`src/rtl/irq_ctrl.sv`:
```
// rtl/irq_ctrl.sv - Edge-triggered interrupt controller with fixed priority and a single-level request/service handshake.
// Pending and overflow flags are captured per source; the FSM hands one cause at a time to the core.
module irq_ctrl #(
    parameter int N_SRC       = 4,
    parameter int SYNC_STAGES = 2,
    parameter int CAUSE_W     = 2
) (
    input  logic               clk,
    input  logic               rst,
    input  logic [N_SRC-1:0]   irq_src,
    input  logic [N_SRC-1:0]   irq_mask,
    input  logic               ir_ack,
    input  logic               ir_eret,
    input  logic               ovf_clr,
    output logic               ir_out,
    output logic [CAUSE_W-1:0] ir_cause,
    output logic [N_SRC-1:0]   pending,
    output logic [N_SRC-1:0]   overflow
);

    typedef enum logic [1:0] {
        S_IDLE,
        S_REQ,
        S_SERVICE
    } state_t;

    state_t             r_state;
    state_t             w_state_nxt;
    logic [N_SRC-1:0]   r_sync [SYNC_STAGES];
    logic [N_SRC-1:0]   r_prev;
    logic [N_SRC-1:0]   r_pending;
    logic [N_SRC-1:0]   r_overflow;
    logic               r_ir_out;
    logic [CAUSE_W-1:0] r_cause;

    logic [N_SRC-1:0]   w_edge;
    logic [N_SRC-1:0]   w_eligible;
    logic [N_SRC-1:0]   w_clr;
    logic [CAUSE_W-1:0] w_winner;
    logic [CAUSE_W-1:0] w_cause_nxt;
    logic               w_ir_out_nxt;

    always_ff @(posedge clk) begin
        if (rst) begin
            for (int s = 0; s < SYNC_STAGES; s++) begin
                r_sync[s] <= '0;
            end
            r_prev <= '0;
        end else begin
            r_sync[0] <= irq_src;
            for (int s = 1; s < SYNC_STAGES; s++) begin
                r_sync[s] <= r_sync[s-1];
            end
            r_prev <= r_sync[SYNC_STAGES-1];
        end
    end

    assign w_edge     = r_sync[SYNC_STAGES-1] & ~r_prev;
    assign w_eligible = r_pending & irq_mask;

    // Scan from the top so the lowest eligible index is the last one written.
    always_comb begin
        w_winner = '0;
        for (int i = N_SRC - 1; i >= 0; i--) begin
            if (w_eligible[i]) begin
                w_winner = CAUSE_W'(i);
            end
        end
    end

    always_comb begin
        w_state_nxt  = r_state;
        w_cause_nxt  = r_cause;
        w_ir_out_nxt = r_ir_out;
        w_clr        = '0;
        case (r_state)
            S_IDLE: begin
                if (|w_eligible) begin
                    w_state_nxt  = S_REQ;
                    w_cause_nxt  = w_winner;
                    w_ir_out_nxt = 1'b1;
                end
            end
            S_REQ: begin
                // Ack beats a same-cycle mask drop; a masked cause without ack withdraws the request.
                if (ir_ack) begin
                    w_state_nxt    = S_SERVICE;
                    w_ir_out_nxt   = 1'b0;
                    w_clr[r_cause] = 1'b1;
                end else if (!irq_mask[r_cause]) begin
                    w_state_nxt  = S_IDLE;
                    w_ir_out_nxt = 1'b0;
                end
            end
            S_SERVICE: begin
                w_ir_out_nxt = 1'b0;
                if (ir_eret) begin
                    w_state_nxt = S_IDLE;
                end
            end
            default: begin
                w_state_nxt  = S_IDLE;
                w_ir_out_nxt = 1'b0;
            end
        endcase
    end

    always_ff @(posedge clk) begin
        if (rst) begin
            r_state    <= S_IDLE;
            r_ir_out   <= 1'b0;
            r_cause    <= '0;
            r_pending  <= '0;
            r_overflow <= '0;
        end else begin
            r_state    <= w_state_nxt;
            r_ir_out   <= w_ir_out_nxt;
            r_cause    <= w_cause_nxt;
            // An edge landing on the bit being acked re-arms it instead of counting as lost.
            r_pending  <= (r_pending & ~w_clr) | w_edge;
            r_overflow <= (ovf_clr ? '0 : r_overflow) | (w_edge & r_pending & ~w_clr);
        end
    end

    assign ir_out   = r_ir_out;
    assign ir_cause = r_cause;
    assign pending  = r_pending;
    assign overflow = r_overflow;

endmodule

```
`config.mk`:
```
export PLATFORM = sky130hd
export DESIGN_NAME = irq_ctrl
export DESIGN_NICKNAME = d
export VERILOG_FILES = /design/src/rtl/irq_ctrl.sv
export SDC_FILE = /design/constraint.sdc
export NUM_CORES = 1
export LEC_CHECK = 0
export BUFFER_PORTS_ARGS = -buffer_cell sky130_fd_sc_hd__buf_2
export CORE_ASPECT_RATIO = 0.7
export CORE_MARGIN = 1.5
export CORE_UTILIZATION = 48
export DETAILED_ROUTE_END_ITERATION = 10
export GPL_TIMING_DRIVEN = 0
export PLACE_DENSITY = 0.77
export SETUP_SLACK_MARGIN = 0.2
export SYNTH_ARGS = -nofsm -noshare
export SYNTH_HDL_FRONTEND = slang
export SYNTH_SLANG_ARGS = --single-unit
```
`constraint.sdc`:
```
create_clock -name clk -period 1.59 [get_ports clk]
set_clock_uncertainty 0.05 [all_clocks]
set_input_delay 0.318 -clock clk [delete_from_list [all_inputs] [get_ports clk]]
set_output_delay 0.318 -clock clk [all_outputs]
set_load 0.02 [all_outputs]
```
Word-level counts from Yosys, hierarchy flattened:

Memory sizes are Yosys's and may differ from the RTL's.
Cells that the tools add are included.
W data, S select, Z words.

* input port bits: 13
* bits in read-only memories: 0
* bits in latches: 0
* register bits: 17
* memories kept: 1
* word-level logic and storage cells: 56
* memory bits (writable): 8

* divide/modulo/power cells: 0
* mux-type cells: 25
* magnitude comparators: 2
* shift operators: 0
* bitwise logic cells: 11
* $mul: 0
* reductions and logical operators: 6
* add/subtract/negate cells: 0
* equality and inequality tests: 5

Memories
* r_sync: depth 2, width 4, rd ports 2, clocked after memory_dff 0, write ports 2, line 29 `logic [N_SRC-1:0] r_sync [SYNC_STAGES];`

Operator list (number)
* $and A4 B4 Y4: 5
* $mux W4: 5
* $mux W2: 8
* $mux W1: 8
* $not A4 Y4: 2
* $or A4 B4 Y4: 2
* $pmux W2 S3: 1
* $ne A2 B2 Y1 const B: 2
* $reduce_and A2 Y1: 2
* $reduce_or A4 Y1: 1
* $lt A2 B3 Y1 const B: 1
* $ne A3 B3 Y1 const B: 1
* $reduce_and A3 Y1: 1
* $bmux W1 S2: 1
* $demux W1 S2: 1
* $eq A2 B1 Y1 const B: 1
* $eq A2 B2 Y1 const B: 1
* $ge A2 B1 Y1 const B: 1
* $logic_not A2 Y1: 1
* $or A1 B1 Y1: 2
* $pmux W1 S2: 1
* $logic_and A1 B1 Y1: 1

Longest topological paths before layout:

Gate-level depths: netlist of run 1.

* word-level depth: 9
* mapped depth: 4
* mapped depth without buffers: 4

Least setup slack after synthesis of run 1:

No wires, ideal clock.

* path kind: flip-flop to flip-flop
* from: register r_cause[1], in the netlist ir_cause[1]
* to: register r_ir_out, in the netlist ir_out
* period minus slack after synthesis: 1.534 ns
* slack: 0.056 ns
* cell stages (with the launch flop): 5
* library setup time: 0.079 ns
* data arrival time: 1.405 ns
* path through: dfxtp_1 -> mux4_2 -> nand3b_4 -> a21oi_2 -> a211oi_2

* cells in the longest elaborated chain, start to end: 4

Ends and longest elaborated chain
* from (decl): line 34 `logic [CAUSE_W-1:0] r_cause;`
* from (signal assigned): line 118 `r_cause <= w_cause_nxt;`
* $bmux W1 S2: line 90 `end else if (!irq_mask[r_cause]) begin`
* $mux W1 (not written as such): line 90
* $ne A3 B3 Y1 (no source line)
* $reduce_and A2 Y1 (no source line)
* to (signal assigned): line 117 `r_ir_out <= w_ir_out_nxt;`
* to (decl): line 33 `logic r_ir_out;`

No other way between the ends. The select of a mux whose other input is x is not followed.
A chain may end at the register's enable or synchronous reset.

Worst setup path in the final report of run 1:

Ends and elaborated chain as after synthesis.

==> flow_metrics.env, run 1 <==
export IMPL_ant_nets=0
export IMPL_peakVddDrop_mv=0.894
export IMPL_cts_sinks=25
export IMPL_htreeDepth=1
export IMPL_slew_viol_final=0
export IMPL_vias=704
export IMPL_rsz0062_at_grt="true"
export IMPL_avgRoutedWirePerCell_um=13.4
export IMPL_dieArea_um2=2160
export IMPL_core_area_um2=1680
export IMPL_path_class="flip-flop to flip-flop"
export IMPL_syn_area_um2=907
export IMPL_grt_start_max_net_pins=15
export IMPL_final_cell_mix="buf_2, dfxtp_1, nor2b_1"
export IMPL_syn_nets=98
export IMPL_yosysSeqAreaShare_pct=55.2
export IMPL_grt_usage_pct=18.7
export IMPL_start_kind="flip-flop"
export IMPL_ioPinCount=24
export IMPL_p_per_area_nw_per_um2=961
export IMPL_grt_pass1_vias=586
export IMPL_reg2reg_slack_ns=0.20
export IMPL_crit_required_ns=1.78
export IMPL_clk_latency_ns=0.31
export IMPL_finalSetupViolCount=0
export IMPL_synth_area_per_cell_um2=10.7
export IMPL_finalCritPeriodShare_pct=87.4
export IMPL_status="finished clean"
export IMPL_fmax_mhz=720
export IMPL_viasPerCell=5.25
export IMPL_overflow=0
export IMPL_drt_iter0_drc=8
export IMPL_io_buffer_count=22
export IMPL_die_w_um=55.0
export IMPL_worstSetupEndpointType="flip-flop"
export IMPL_synth_distinct_cells=21
export IMPL_dp_cells=128
export IMPL_slew_headroom_pct=68.2
export IMPL_drive_gt1_share_pct=41.6
export IMPL_regArea_um2=507
export IMPL_n_antenna_cell=0
export IMPL_hold_path_class="input pin to flip-flop"
export IMPL_grt_pass1_wl_um=2630
export IMPL_fin_nets=127
export IMPL_place_gp_congestion=0.691
export IMPL_synthCells=85
export IMPL_hold_buffers=0
export IMPL_path_clk_slew_ns=0.13
export IMPL_design_area_um2=1130
export IMPL_ys_ff_latch=25
export IMPL_placement_rows=12
export IMPL_fillers=144
export IMPL_cts_root_buf="clkbuf_4"
export IMPL_die_h_um=39.4
export IMPL_fin_crit_ns=1.39
export IMPL_antenna_found_initial=0
export IMPL_dr_pass1_iters=4
export IMPL_drc=0
export IMPL_crit_arrival_ns=1.58
export IMPL_clockBufferDepth=2
export IMPL_maxCapViolations=0
export IMPL_worstMarginPinSlew_ns=0.476
export IMPL_dpl_cell_area_um2=1050
export IMPL_cp_max_fo=3
export IMPL_hold_viol=0
export IMPL_area_growth_pct=24.1
export IMPL_fin_cells=134
export IMPL_start_util_pct=53.9
export IMPL_routed_wl_um=1800
export IMPL_tns_ns=0
export IMPL_cts_tree="done"
export IMPL_p_leak_nw=0.469
export IMPL_cts_buffers=3
export IMPL_yosys_warnings=0
export IMPL_place_hpwl_um=1280
export IMPL_multi_input_area_um2=418
==> area by class of cell <==
class / count / area share [%]
plain buffers: 3 / 1.00
clock inverters: 1 / 0.444
well taps: 21 / 2.33
repair buffers: 24 / 11.1
inverters: 3 / 1.00
clock buffers: 3 / 2.00
flip-flops and latches: 25 / 45.0
multi-input cells: 54 / 37.1
==> layer usage <==
layer / up-vias / routed length (um) / global-route usage [%]
met4: 0 / 19 / 8.54
li1: 355 / - / -
met5: - / 0 / 0
met3: 2 / 110 / 8.02
met2: 20 / 838 / 24.7
met1: 327 / 833 / 25.8
==> Yosys cell counts <==
master    number  area share [%]
a211o_1        1            0.97
a211oi_1       1            0.83
a211oi_2       1             1.4
a21oi_1        8             4.4
a21oi_2        1            0.97
a22o_1         2             1.9
a32oi_1        1            0.97
clkbuf_1       3             1.2
dfxtp_1       25              55
inv_1          3             1.2
mux4_2         1             2.5
nand2_1        4             1.7
nand2b_1       4             2.8
nand3b_4       1             2.2
nor2_1         2            0.83
nor2b_1       12             8.3
nor2b_2        1            0.97
o21ai_1        1            0.55
o31ai_1        8             6.6
or2_2          1            0.69
or3b_2         4             3.9
==> kinds of logic (layout without fill, tap and decap cells) <==
group | Yosys count | after routing | synth area share [%]
simple gates | 29 | 29 | 21.2
mux | 1 | 1 | 2.48
compound gates | 24 | 24 | 18.6
flops | 25 | 25 | 55.2
buf+inv | 6 | 34 | 2.48
==> power breakdown <==
part           internal, mW  total (mW)  switching [mW]
clock network        0.0942       0.273           0.179
registers             0.653       0.671          0.0178
logic                0.0607       0.138          0.0775
total                 0.808        1.08           0.275
==> repair_timing <==
item | 4_1_cts | 5_1_grt
buffers inserted | 1 | 1
resized for setup | 1 | 8
endpoints found under the setup margin | 3 | 11
==> state kept, by name, summed over array words and instances, names as in the netlist <==
name and cells:
ir_cause 2, ir_out 1, overflow 4, pending 4, r_prev 4, r_state 2, r_sync 8
==> critical path: stages (launching register included) <==
cell and delay (ns):
dfxtp_4 0.38, mux4_2 0.53, nand3b_4 0.12, a21oi_2 0.06, a211oi_2 0.18
==> through the flow <==
| stage | power, mW | hold slack, ns | util (%) | setup slack [ns] |
|---|---|---|---|---|
| floorplan | 0.763 | 0.364 | - | 0.216 |
| global placement | 0.804 | 0.371 | 62.3 | 0.182 |
| detailed placement | 0.807 | 0.374 | 62.3 | 0.165 |
| CTS | 1.08 | 0.144 | 64.7 | 0.187 |
| global route | 1.13 | 0.150 | 67.0 | 0.141 |
| finish | 1.08 | 0.150 | 67.0 | 0.201 |
==> worst paths after layout <==
check	start	to	depth (start not counted)
max	ir_cause[1]	ir_out	4
min	irq_src[3]	r_sync[0][3]	2
max reg2reg	ir_cause[1]	ir_out	4
min reg2reg	r_sync[0][0]	r_sync[0][4]	1
No activity file was read; power rests on OpenSTA's default activity.
==> inputs of run 2 (changes only) <==
--- a/config.mk
+++ b/config.mk
@@ -6,13 +6,16 @@
 export NUM_CORES = 1
 export LEC_CHECK = 0
 export BUFFER_PORTS_ARGS = -buffer_cell sky130_fd_sc_hd__buf_2
-export CORE_ASPECT_RATIO = 0.7
+export CELL_PAD_IN_SITES_DETAIL_PLACEMENT = 1
+export CELL_PAD_IN_SITES_GLOBAL_PLACEMENT = 1
+export CORE_ASPECT_RATIO = 0.9
 export CORE_MARGIN = 1.5
-export CORE_UTILIZATION = 48
+export CORE_UTILIZATION = 38
 export DETAILED_ROUTE_END_ITERATION = 10
 export GPL_TIMING_DRIVEN = 0
-export PLACE_DENSITY = 0.77
+export PLACE_DENSITY = 0.79
 export SETUP_SLACK_MARGIN = 0.2
 export SYNTH_ARGS = -nofsm -noshare
 export SYNTH_HDL_FRONTEND = slang
 export SYNTH_SLANG_ARGS = --single-unit
+export TNS_END_PERCENT = 30
==> flow_metrics.env, run 2 (synthesis gave the netlist of run 1 again) <==
export IMPL_p_per_area_nw_per_um2=960
export IMPL_status="finished clean"
export IMPL_start_kind="flip-flop"
export IMPL_place_hpwl_um=1440
export IMPL_dr_pass1_iters=4
export IMPL_dieArea_um2=2690
export IMPL_core_area_um2=2220
export IMPL_cts_buffers=3
export IMPL_tns_ns=0
export IMPL_maxCapViolations=0
export IMPL_fin_ws_ns=0.236
export IMPL_crit_required_ns=1.75
export IMPL_ioPinCount=24
export IMPL_fmax_mhz=738
export IMPL_crit_arrival_ns=1.51
export IMPL_slew_viol_final=0
export IMPL_place_gp_congestion=0.917
export IMPL_grt_pass1_wl_um=3430
export IMPL_path_clk_slew_ns=0.13
export IMPL_rsz0062_at_grt="true"
export IMPL_grt_busiest_layer="met2"
export IMPL_start_util_pct=40.8
export IMPL_vias=735
export IMPL_grt_usage_pct=18.1
export IMPL_grt_use_met1_pct=22.6
export IMPL_p_leak_nw=0.470
export IMPL_ant_nets=0
export IMPL_die_h_um=49.4
export IMPL_drc=0
export IMPL_peakVddDrop_mv=0.593
export IMPL_power_mw=1.10
export IMPL_finalSetupViolCount=0
export IMPL_hold_path_class="input pin to flip-flop"
export IMPL_fin_crit_ns=1.35
export IMPL_htreeDepth=1
export IMPL_avgRoutedWirePerCell_um=14.3
export IMPL_reg2reg_slack_ns=0.24
export IMPL_io_buffer_count=22
export IMPL_n_antenna_cell=0
export IMPL_drive_gt1_share_pct=40.7
export IMPL_regMostFlops="r_sync"
export IMPL_clockBufferDepth=2
export IMPL_min_to="r_sync[0][1]"
export IMPL_hold_viol=0
export IMPL_viasPerCell=5.25
export IMPL_worstMarginPinSlew_ns=0.487
export IMPL_cp_max_fo=3
export IMPL_path_class="flip-flop to flip-flop"
export IMPL_die_w_um=54.5
export IMPL_grt_pass1_vias=740
export IMPL_dp_slack_ns=0.173
export IMPL_hold_buffers=0
export IMPL_grt_start_max_net_pins=16
export IMPL_clk_latency_ns=0.32
export IMPL_cts_tree="done"
export IMPL_finalCritPeriodShare_pct=85.2
export IMPL_use_met2_pct=26.9
export IMPL_slew_headroom_pct=67.5
export IMPL_overflow=0
export IMPL_worstReg2RegEnd="ir_out"
export IMPL_antenna_found_initial=0
export IMPL_final_cell_mix="dfxtp_1, buf_2, nor2b_1"
export IMPL_fin_nets=127
export IMPL_reg2reg_from="ir_cause[1]"
export IMPL_layout_commonest_cell="dfxtp_1"
export IMPL_min_path_cells=2
export IMPL_worstHoldStart="irq_src[1]"
export IMPL_drt_iter0_drc=2
export IMPL_rr_worst_depth=4
export IMPL_worstSetupEndpointType="flip-flop"
export IMPL_cts_root_buf="clkbuf_4"
export IMPL_cts_sinks=25
export IMPL_placement_rows=16
export IMPL_area_growth_pct=26.5
export IMPL_routed_wl_um=2010
export IMPL_largest_reg_flops=8
export IMPL_grt_use_met3_pct=6.44
run 2: cell count changes in the layout (fill, tap and decap cells not counted), sizes merged:
cell	before	now
inv	3	4
clkinv	1	0
run 2: routing by layer:
metal | share of wire [%] | wire [um]
met5 | 0 | 0
met4 | 2.1 | 43
met3 | 3.8 | 76
met2 | 48 | 970
met1 | 46 | 917
run 2: worst max-delay path by stage:
stage                     slack [ns]  depth (start not counted)        start         end
after floorplan                 0.22                          4  ir_cause[1]      ir_out
after global placement          0.19                          5  irq_mask[3]      ir_out
after detailed placement        0.17                          5  irq_mask[3]      ir_out
after CTS                       0.20                          4  ir_cause[1]      ir_out
after global routing            0.15                          4   r_state[0]  pending[1]
final                           0.24                          4  ir_cause[1]      ir_out
run 2: worst max-delay path: stages (launching register included):
cell	delay [ns]
dfxtp_4	0.38
mux4_2	0.53
nand3b_4	0.12
buf_4	0.11
a211oi_2	0.04
run 2: layout make-up:
| cell class | instances | area (um^2) |
|---|---|---|
| buffer | 3 | 11.3 |
| sequential | 25 | 505 |
| inverter | 3 | 11.3 |
| clock buffer | 3 | 22.5 |
| multi-input combinational | 54 | 432 |
| fill | 262 | 1070 |
| tap | 27 | 33.8 |
| clock inverter | 1 | 6.26 |
| timing repair buffer | 24 | 125 |
run 2: report_power, final:
part | switching (mW) | internal, mW | total [mW] | leakage [nW]
registers | 0.0197 | 0.653 | 0.672 | 0.206
logic | 0.0789 | 0.0609 | 0.140 | 0.246
clock network | 0.191 | 0.0982 | 0.289 | 0.0183
total | 0.290 | 0.812 | 1.10 | 0.470
run 2: what timing repair did:
action / 4_1_cts / 5_1_grt
endpoints found under the hold margin: 0 / 0
setup buffers: 2 / 0
resized for setup: 0 / 10
endpoints found under the setup margin: 1 / 11
pin swaps: 1 / 1
run 2: metrics by stage:
stage	hold slack (ns)	utilization [%]	std cells	area [um^2]
6_report	0.144	51.6	140	1150
5_1_grt	0.121	51.6	140	1150
4_1_cts	0.135	49.4	140	1100
3_5_place_dp	0.379	47.5	134	1050
3_3_place_gp	0.371	47.5	134	1050
2_1_floorplan	0.364	-	85	911
==> inputs of run 3 (changes only) <==
--- a/config.mk
+++ b/config.mk
@@ -13,7 +13,7 @@
 export CORE_UTILIZATION = 38
 export DETAILED_ROUTE_END_ITERATION = 10
 export GPL_TIMING_DRIVEN = 0
-export PLACE_DENSITY = 0.79
+export PLACE_DENSITY = 0.73
 export SETUP_SLACK_MARGIN = 0.2
 export SYNTH_ARGS = -nofsm -noshare
 export SYNTH_HDL_FRONTEND = slang
==> flow_metrics.env, run 3 (synthesis gave the netlist of run 1 again) <==
export IMPL_die_w_um=54.5
export IMPL_area_growth_pct=21.0
export IMPL_grt_pass1_wl_um=2900
export IMPL_routed_wl_um=1790
export IMPL_worstMarginPinSlew_ns=0.448
export IMPL_p_leak_nw=0.462
export IMPL_drc=0
export IMPL_cp_max_fo=3
export IMPL_final_cell_mix="dfxtp_1, buf_2, nor2b_1"
export IMPL_fillers=266
export IMPL_path_clk_slew_ns=0.13
export IMPL_die_h_um=49.4
export IMPL_tns_ns=0
export IMPL_start_util_pct=40.8
export IMPL_cpLargestDelayFamily="multiplexers"
export IMPL_grt_pass1_vias=675
export IMPL_hold_viol=0
export IMPL_antenna_found_initial=0
export IMPL_fin_crit_ns=1.35
export IMPL_hold_ws_ns=0.149
export IMPL_finalCritPeriodShare_pct=85.0
export IMPL_vias=708
export IMPL_finalSetupViolCount=0
export IMPL_cp_num_buf_inv=1
export IMPL_path_class="flip-flop to flip-flop"
export IMPL_avgRoutedWirePerCell_um=12.8
export IMPL_dr_pass1_iters=2
export IMPL_dieArea_um2=2690
export IMPL_peakVddDrop_mv=0.567
export IMPL_hold_path_class="input pin to flip-flop"
export IMPL_ant_nets=0
export IMPL_cts_tree="done"
export IMPL_dp_cells=134
export IMPL_drive_gt1_share_pct=34.5
export IMPL_slew_viol_final=0
export IMPL_place_gp_congestion=0.774
export IMPL_slowest_stage="mux4_2"
export IMPL_maxCapViolations=0
export IMPL_viasPerCell=5.06
export IMPL_start_kind="flip-flop"
export IMPL_fin_cells=140
export IMPL_grt_usage_pct=14.8
export IMPL_clockBufferDepth=2
export IMPL_htreeDepth=1
export IMPL_place_hpwl_um=1370
export IMPL_layout_commonest_cell="dfxtp_1"
export IMPL_placement_rows=16
export IMPL_n_antenna_cell=0
export IMPL_cts_sinks=25
export IMPL_drt_iter0_drc=2
export IMPL_path_cells="mux4_2, nand3b_4, buf_4, a211oi_2"
export IMPL_core_area_um2=2220
export IMPL_slew_headroom_pct=70.2
export IMPL_fin_nets=127
export IMPL_cpPeakStageDelay_ns=0.53
export IMPL_status="finished clean"
export IMPL_p_per_area_nw_per_um2=982
export IMPL_grt_start_max_net_pins=15
export IMPL_cts_root_buf="clkbuf_4"
export IMPL_largest_reg_flops=8
export IMPL_crit_required_ns=1.74
export IMPL_cts_buffers=3
export IMPL_io_buffer_count=22
export IMPL_rsz0062_at_grt="true"
export IMPL_worstSetupEndpointType="flip-flop"
export IMPL_crit_arrival_ns=1.50
export IMPL_post_cts_resized=0
export IMPL_regMostFlops="r_sync"
export IMPL_clk_latency_ns=0.32
export IMPL_ioPinCount=24
export IMPL_overflow=0
export IMPL_fmax_mhz=740
export IMPL_hold_buffers=0
==> run 3: metrics by stage <==
step                      instance area (um^2)  setup slack [ns]  utilization [%]  total power [mW]
after floorplan                            911             0.216                -             0.763
after global placement                    1050             0.158             47.5             0.805
after detailed placement                  1050             0.169             47.5             0.809
after CTS                                 1100             0.234             49.4              1.09
after global routing                      1100             0.135             49.4              1.14
final                                     1100             0.239             49.4              1.08
==> run 3: power breakdown <==
part | total (mW) | internal [mW] | switching [mW] | leakage (nW)
clock network | 0.281 | 0.0943 | 0.187 | 0.0177
logic | 0.127 | 0.0560 | 0.0711 | 0.239
registers | 0.669 | 0.653 | 0.0163 | 0.205
total | 1.08 | 0.803 | 0.274 | 0.462
==> run 3: final cells by class <==
| class | instances | area [um^2] | area share (%) |
|---|---|---|---|
| plain buffers | 3 | 11.3 | 1.03 |
| clock buffers | 3 | 22.5 | 2.05 |
| clock inverters | 1 | 5.00 | 0.456 |
| inverters | 3 | 11.3 | 1.03 |
| multi-input cells | 54 | 384 | 35.0 |
| flip-flops and latches | 25 | 504 | 46.0 |
| well taps | 27 | 33.8 | 3.08 |
| repair buffers | 24 | 125 | 11.4 |
==> run 3: repair_timing <==
item	in CTS	in global routing
endpoints found under the setup margin	1	9
hold endpoints to repair	0	0
buffers inserted	2	0
pin swaps	2	0
==> run 3: final timing paths <==
| kind | endpoint | cells past startpoint | slack [ns] | startpoint |
|---|---|---|---|---|
| max | ir_out | 4 | 0.24 | ir_cause[1] |
| min | r_sync[0][0] | 2 | 0.15 | irq_src[0] |
| max reg2reg | ir_out | 4 | 0.24 | ir_cause[1] |
| min reg2reg | r_sync[0][7] | 1 | 0.40 | r_sync[0][3] |
==> run 3: metal layers <==
metal,vias up,track usage (%),routed length [um]
li1,357,-,-
met2,13,23.1,874
met5,-,0,0
met3,3,6.75,100
met4,0,3.75,10
met1,335,18.1,801
